### config.mk
export PLATFORM = sky130hd
export DESIGN_NAME = sum_pool
export DESIGN_NICKNAME = d
export VERILOG_FILES = /design/src/rtl/sum_pool.sv
export SDC_FILE = /design/constraint.sdc
export NUM_CORES = 1
export LEC_CHECK = 0
export BUFFER_PORTS_ARGS = -buffer_cell sky130_fd_sc_hd__buf_2
export CAP_MARGIN = 20
export CORE_AREA = 2 2 82 69
export CTS_CLUSTER_DIAMETER = 60
export DETAILED_ROUTE_END_ITERATION = 6
export DIE_AREA = 0 0 84 71
export HOLD_SLACK_MARGIN = 0.1
export PLACE_DENSITY = 0.79
export SLEW_MARGIN = 20
export SYNTH_ARGS = -nofsm -noshare
export SYNTH_HDL_FRONTEND = slang
export SYNTH_SLANG_ARGS = --single-unit
### constraint.sdc
create_clock -name clk -period 3.5 [get_ports clk]
set_clock_uncertainty 0.2 [all_clocks]
set_input_delay 0.175 -clock clk [delete_from_list [all_inputs] [get_ports clk]]
set_output_delay 0.175 -clock clk [all_outputs]
set_load 0.005 [all_outputs]
### src/rtl/sum_pool.sv
// Windowed sum/mean pooling stage: accumulates POOL_SIZE accepted samples and
// emits one saturated result per window over a ready/valid stream.
package cnn1d_pkg;
   localparam int DATA_WIDTH = 16;
endpackage

module sum_pool #(
   parameter int DATA_WIDTH = cnn1d_pkg::DATA_WIDTH,
   parameter int POOL_SIZE  = 4,
   parameter bit AVERAGE    = 1'b0
) (
   input  logic                  clk,
   input  logic                  rst,
   output logic                  sum_ready_in,
   input  logic                  sum_valid_in,
   input  logic [DATA_WIDTH-1:0] sum_data_in,
   input  logic                  sum_ready_out,
   output logic                  sum_valid_out,
   output logic [DATA_WIDTH-1:0] sum_data_out
);

   localparam int CNT_WIDTH = $clog2(POOL_SIZE);
   localparam int ACC_WIDTH = DATA_WIDTH + CNT_WIDTH;
   localparam int SHIFT     = AVERAGE ? CNT_WIDTH : 0;
   localparam logic [CNT_WIDTH-1:0] CNT_LAST = CNT_WIDTH'(POOL_SIZE - 1);

   logic signed [ACC_WIDTH-1:0] acc_q, acc_d;
   logic signed [ACC_WIDTH-1:0] total, shifted;
   logic [CNT_WIDTH-1:0]        cnt_q, cnt_d;
   logic [DATA_WIDTH-1:0]       data_q, data_d, sat;
   logic                        valid_q, valid_d;
   logic                        window_last, in_fire, fits;

   assign window_last  = (cnt_q == CNT_LAST);
   // Only the window-closing sample waits on a pending, unaccepted result.
   assign sum_ready_in = ~rst & (~window_last | ~valid_q | sum_ready_out);
   assign in_fire      = sum_valid_in & sum_ready_in;

   assign total   = acc_q + {{CNT_WIDTH{sum_data_in[DATA_WIDTH-1]}}, sum_data_in};
   assign shifted = total >>> SHIFT;
   // Result fits when all bits above the output sign bit replicate it.
   assign fits    = (&shifted[ACC_WIDTH-1:DATA_WIDTH-1]) | ~(|shifted[ACC_WIDTH-1:DATA_WIDTH-1]);

   always_comb begin
      sat = shifted[DATA_WIDTH-1:0];
      if (!fits) begin
         sat = shifted[ACC_WIDTH-1] ? {1'b1, {(DATA_WIDTH-1){1'b0}}}
                                    : {1'b0, {(DATA_WIDTH-1){1'b1}}};
      end
   end

   always_comb begin
      acc_d   = acc_q;
      cnt_d   = cnt_q;
      data_d  = data_q;
      valid_d = valid_q;
      if (valid_q && sum_ready_out) begin
         valid_d = 1'b0;
      end
      if (in_fire) begin
         if (window_last) begin
            data_d  = sat;
            valid_d = 1'b1;
            acc_d   = '0;
            cnt_d   = '0;
         end else begin
            acc_d = total;
            cnt_d = cnt_q + CNT_WIDTH'(1);
         end
      end
   end

   always_ff @(posedge clk) begin
      if (rst) begin
         acc_q   <= '0;
         cnt_q   <= '0;
         data_q  <= '0;
         valid_q <= 1'b0;
      end else begin
         acc_q   <= acc_d;
         cnt_q   <= cnt_d;
         data_q  <= data_d;
         valid_q <= valid_d;
      end
   end

   assign sum_valid_out = valid_q;
   assign sum_data_out  = data_q;

endmodule

; Word-level counts from Yosys, hierarchy flattened
; Index checks and enable logic that the tools add are counted.
[totals]
reg_bits = 37
input_bits = 20
out_inout_bits = 18
elab_cells = 27
[op_classes]
add_sub_neg = 2
n_eq_ne = 1
mux = 7
n_bitwise = 9
n_reduce_logical = 4
[op_table]
columns = cell, count
row1 = 2-to-1 mux 16 bit, 2
row2 = adder 18 bit, 1
row3 = 2-to-1 mux 18 bit, 1
row4 = inverter 1 bit, 4
row5 = 2-to-1 mux 1 bit, 3
row6 = OR 1 bit, 3
row7 = AND reduction 3 bit, 1
row8 = OR reduction 3 bit, 1
row9 = adder 2 x 1 -> 2 bit (second input constant), 1
row10 = bitwise AND 1 bit, 2
row11 = == test 2 bit (second input constant), 1
row12 = 2-to-1 mux 2 bit, 1
row13 = AND reduction 2 bit, 1
row14 = logical AND 1 bit, 1

; Logic depth before layout (Yosys ltp)
[depth]
ltp_word = 7
ltp_mapped = 12

; Worst setup path after synthesis
; Ideal clock, no wire load.
[synth_path]
kind = register to register
from = register acc_q[0]
to = register data_q[12], in the netlist sum_data_out[12]
t_arrival_ns = 2.461
required_ns = 3.170
setup_slack_ns = 0.709
path_stages_with_launch = 12
path_buffers = 1
period_less_slack_ns = 2.791
cell_sequence = dfxtp_1 -> ha_1 -> inv_1 -> fa_1 -> nor2b_1 -> o2111ai_1 -> a32oi_1 -> a21boi_0 -> o21ba_2 -> clkbuf_1 -> a2111oi_0 -> nor3_1
[synth_between]
elab_chain_len = 5
elab_cells_between_ends = 7
cone_classes = add/sub (1) / mux (2) / bitwise (2) / reduce/logical (2)
[synth_rtl]
columns = element, line
row1 = from (decl), 27  ; logic signed [ACC_WIDTH-1:0] acc_q, acc_d;
row2 = from (signal assigned), 75  ; acc_q <= '0;
row3 = from (signal assigned), 80  ; acc_q <= acc_d;
row4 = adder 18 bit (*), 39  ; assign total = acc_q + {{CNT_WIDTH{sum_data_in[DATA_WIDTH-1]}}, sum_data_in};
row5 = OR reduction 3 bit, 42  ; assign fits = (&shifted[ACC_WIDTH-1:DATA_WIDTH-1]) | ~(|shifted[ACC_WIDTH-1:DATA_WIDTH-1]);
row6 = inverter 1 bit, 42
row7 = OR 1 bit, 42
row8 = 2-to-1 mux 16 bit (*), 46  ; if (!fits) begin
row9 = to (signal assigned), 82  ; data_q <= data_d;
row10 = to (decl), 30  ; logic [DATA_WIDTH-1:0] data_q, data_d, sat;
; Mark *: on every way between the ends. The rest lies on a longest branch, timed or not.
; A chain may end at the register's enable or synchronous reset.

; Worst setup path after layout
[layout_path]
from = register acc_q[0]
to = register data_q[2], in the netlist sum_data_out[2]
; Same word-level chain as after synthesis.

==> summary.txt <==
============================================================================================
Hold path endpoint                                                              sum_data_out[0]
RSZ-0062 raised after global routing                                                   false
Worst Hold Class                                                                      in2reg
Most used flip-flop cell after synthesis                                        sky130_fd_sc_hd__dfxtp_1
Largest stage delay on the critical path                                             0.44 ns
Run status                                                                      finished, final reports clean
Maximum fanout count along the critical path                                              29
Type of destination of the critical path                                           flip-flop
Final Net Count                                                                          447
Global-route wire length before repair                                             13,400 um
Routed wire length per instance                                                      16.7 um
Post-layout total power                                                              1220 uW
Area of the core                                                                  5190 sq um
Cell area after synthesis                                                         2930 sq um
Clk Latency, worst-skew pair                                                         0.30 ns
Dominant cell type by area after synthesis                                      sky130_fd_sc_hd__dfxtp_1
Final Setup Violations                                                                     0
Crit Path Class                                                                      reg2reg
Post-detailed-placement cell area                                                 3140 sq um
Critical Path Slowest Stage Cell                                                sky130_fd_sc_hd__a2111oi_1
R2R cell count                                                                            10
FF+latch count, synth                                                                     37
Cell depth of the worst min-delay path                                                     4
Average footprint of a synthesized cell                                           7.67 sq um
Diode insertion count for antenna repair                                                   0
Seq/Total Area, Yosys                                                                  25.3%
Number of global-route vias before repair                                              2,755
Worst-case register-to-register setup slack                                          0.28 ns
Routability-driven placement congestion ratio                                          0.894
Synthesized-area fraction occupied by ao, oa, aoi and oai cells                        32.3%
Clock Tree Root                                                                 sky130_fd_sc_hd__clkbuf_8
Antenna violation net count after detailed routing                                         0
Full die area                                                                     5960 sq um
# port buffers                                                                            37
Share of flip-flops with an asynchronous set or reset after synthesis                     0%
Sum of overflow across all layers after global routing                                     0
Number of buffers on the longest clock path                                                2
Height of the die                                                                      71 um
Clock edge transition at the registers on the reported setup and hold paths          0.09 ns
Antenna violations before repair                                                           0
Unique cell type count in the Yosys netlist                                               55
Area share of the largest cell type after synthesis                                    25.3%
Number of remaining DRC errors                                                             0
Final worst path period need                                                         3.22 ns
Top-count cell post-synth                                                       sky130_fd_sc_hd__nor2_1
1st-pass router iterations                                                                 5
Post-CTS setup buffers                                                                     0
Peak supply drop                                                                      314 uV
Final period util                                                                      91.9%
NetSw                                                                                 431 uW
Total Negative Setup Slacks                                                             0 ns
Endpoint of the worst register-to-register path                                 sum_data_out[2]
Commonest cells post-synth                                                      sky130_fd_sc_hd__nor2_1 (65), sky130_fd_sc_hd__dfxtp_1 (37), sky130_fd_sc_hd__nor3_1 (26)
Arrival time worst endpoint                                                          3.19 ns
Post-synthesis share of cell area spent on xor and xnor gates                          3.89%
Top-level port count                                                                      38
Placed cells                                                                             465
Total clock sinks                                                                         37
Clk pwr share                                                                          32.2%
Vias per std cell                                                                       6.41
Maximum clock rate                                                                   311 MHz
Part of the power in registers                                                         37.0%
Startpoint of the lowest-slack hold path                                        sum_data_in[0]
Cell family contributing the most delay on the critical path                    compound AO/OA/AOI/OAI gates
Required arrival time at the worst endpoint                                          3.47 ns
Cell-internal power                                                                   786 uW
H-tree levels                                                                              2
Transition time of the tightest slew-check pin                                      0.900 ns
Detailed router's first-iteration violation count                                        316
Total power per unit cell area                                                   371 nW/um^2
DP HPWL                                                                              5630 um
Max Transition Viols Final                                                                 0
Total via count after detailed routing                                                 3,036
Buf+Inv Stages, Crit Path                                                                  1
Startpoint type of the worst setup path                                            flip-flop
Clock buffer count from CTS                                                                5
Non-Filler Instances                                                                     474
Warnings from Yosys                                                                        0
Cell types with the largest area share after synthesis                          sky130_fd_sc_hd__dfxtp_1 (25%), sky130_fd_sc_hd__nor2_1 (8.3%), sky130_fd_sc_hd__ha_1 (7.7%), sky130_fd_sc_hd__a32oi_1 (5.4%), sky130_fd_sc_hd__nor3_1 (4.4%)
Summed area of non-filler cells in the final layout                               3280 sq um
Ratio of cells with drive above 1 in the final layout                                  16.1%
Number of fillers in the final layout                                                    487
Die X-Extent                                                                           84 um
Final hold viol count                                                                      0
# Max-Cap Violations                                                                       0
Number of synthesized flops with an enable pin                                             0
Largest family of logic cells by synthesized area                               compound AO/OA/AOI/OAI gates
Starting density of the core                                                           56.4%
Maximum number of pins on one net before global-route repair                              50
Switching Share                                                                        35.4%
Global Route Usage Sum                                                                 27.7%
Fraction of the core area covered by cells at the end of the flow                      63.1%
Worst reg2reg startpoint                                                            acc_q[0]
Gate Count Post-Synth                                                                    382
Remaining max-slew budget at the tightest pin                                          39.8%
Comb power frac                                                                        30.8%
Growth of design area from synthesis to finish                                         11.9%
Routed wire length                                                                   7930 um
Adder-cell area share of the yosys netlist                                             8.37%
Cell-by-cell trace of the critical path                                         ha_1 -> inv_1 -> fa_1 -> nor2b_1 -> o2111ai_1 -> a32oi_1 -> a21boi_0 -> o21ba_4 -> a2111oi_1 -> nor3_1
Basic-gate share of the synthesized area counting and, or, nand and nor cells          24.3%
Pleak                                                                             0.00136 uW
Total nets after synthesis                                                               421
Multiplexer share of the synthesized area                                                 0%
Row count                                                                                 24
Clock tree from TritonCTS                                                               done
============================================================================================
-- registers in the layout, indices dropped and copies added, names as in the netlist --
register and count:
sum_valid_out 1, acc_q 18, cnt_q 2, sum_data_out 16
-- worst max path at each step --
stage,from,to,cells after the start
after floorplan,acc_q[0],sum_data_out[12],11
after global placement,acc_q[0],sum_data_out[9],10
after detailed placement,acc_q[0],sum_data_out[12],10
after CTS,acc_q[0],sum_data_out[3],10
after global routing,acc_q[0],sum_data_out[6],10
final,acc_q[0],sum_data_out[2],10
-- what timing repair did --
item,in CTS,in global routing
gates resized for setup,0,6
hold buffers,1,0
endpoints found under the setup margin,0,10
endpoints found under the hold margin,1,0
-- logic make-up after synthesis --
kind of cell | after synthesis
and+or+nand+nor | 150
xor gates and xnor gates | 13
adders and majority gates | 19
AOI/OAI and AO/OA | 124
DFF | 37
buffers and inverters | 39
-- layer usage --
layer	track usage, %	vias up	part of all wire (%)
met5	0	-	0
met4	9.68	0	2.1
met3	3.97	13	5.7
met2	42.5	112	44
met1	40.1	1419	48
li1	-	1492	-
-- final cells by class --
type                            instances  area (sq um)  area share [%]
Clock buffer                            5          68.8            2.10
Sequential cell                        37           741            22.6
Timing Repair Buffer                   49           278            8.47
Tap cell                               65          81.3            2.48
Inverter                                9          33.8            1.03
Multi-Input combinational cell        306          2030            61.9
Clock inverter                          3          46.3            1.41
-- power groups by stage --
stage,clock network (uW),registers (uW),logic [uW]
finish,392,450,375
global route,416,452,406
CTS,396,450,363
detailed placement,0,460,360
global placement,0,459,354
floorplan,0,457,271
-- layout by cell type (no fill, tap or decap), types with 13 or more instances in the layout --
| cell | n |
|---|---|
| sky130_fd_sc_hd__o21bai_1 | 13 |
| sky130_fd_sc_hd__nor3_1 | 26 |
| sky130_fd_sc_hd__o21ai_0 | 13 |
| sky130_fd_sc_hd__nor2_1 | 65 |
| sky130_fd_sc_hd__a32oi_1 | 18 |
| sky130_fd_sc_hd__ha_1 | 18 |
| sky130_fd_sc_hd__nand2_1 | 18 |
| sky130_fd_sc_hd__buf_2 | 37 |
| sky130_fd_sc_hd__dfxtp_1 | 37 |
| sky130_fd_sc_hd__a21oi_1 | 20 |
-- worst min-delay path, delay by kind of cell --
kind	cells	cell delay (ns)
buffers and inverters	1	0.08
AOI/OAI and AO/OA	1	0.07
and+or+nand+nor	1	0.11
adders and majority gates	1	0.18
-- through the flow --
stage / hold WS [ns] / worst slack [ns]
6_report: 0.161 / 0.282
2_1_floorplan: 0.182 / 0.709
4_1_cts: 0.153 / 0.221
3_3_place_gp: 0.242 / 0.517
5_1_grt: 0.199 / 0.00768
3_5_place_dp: 0.245 / 0.375
(Power assumes the default switching activity.)
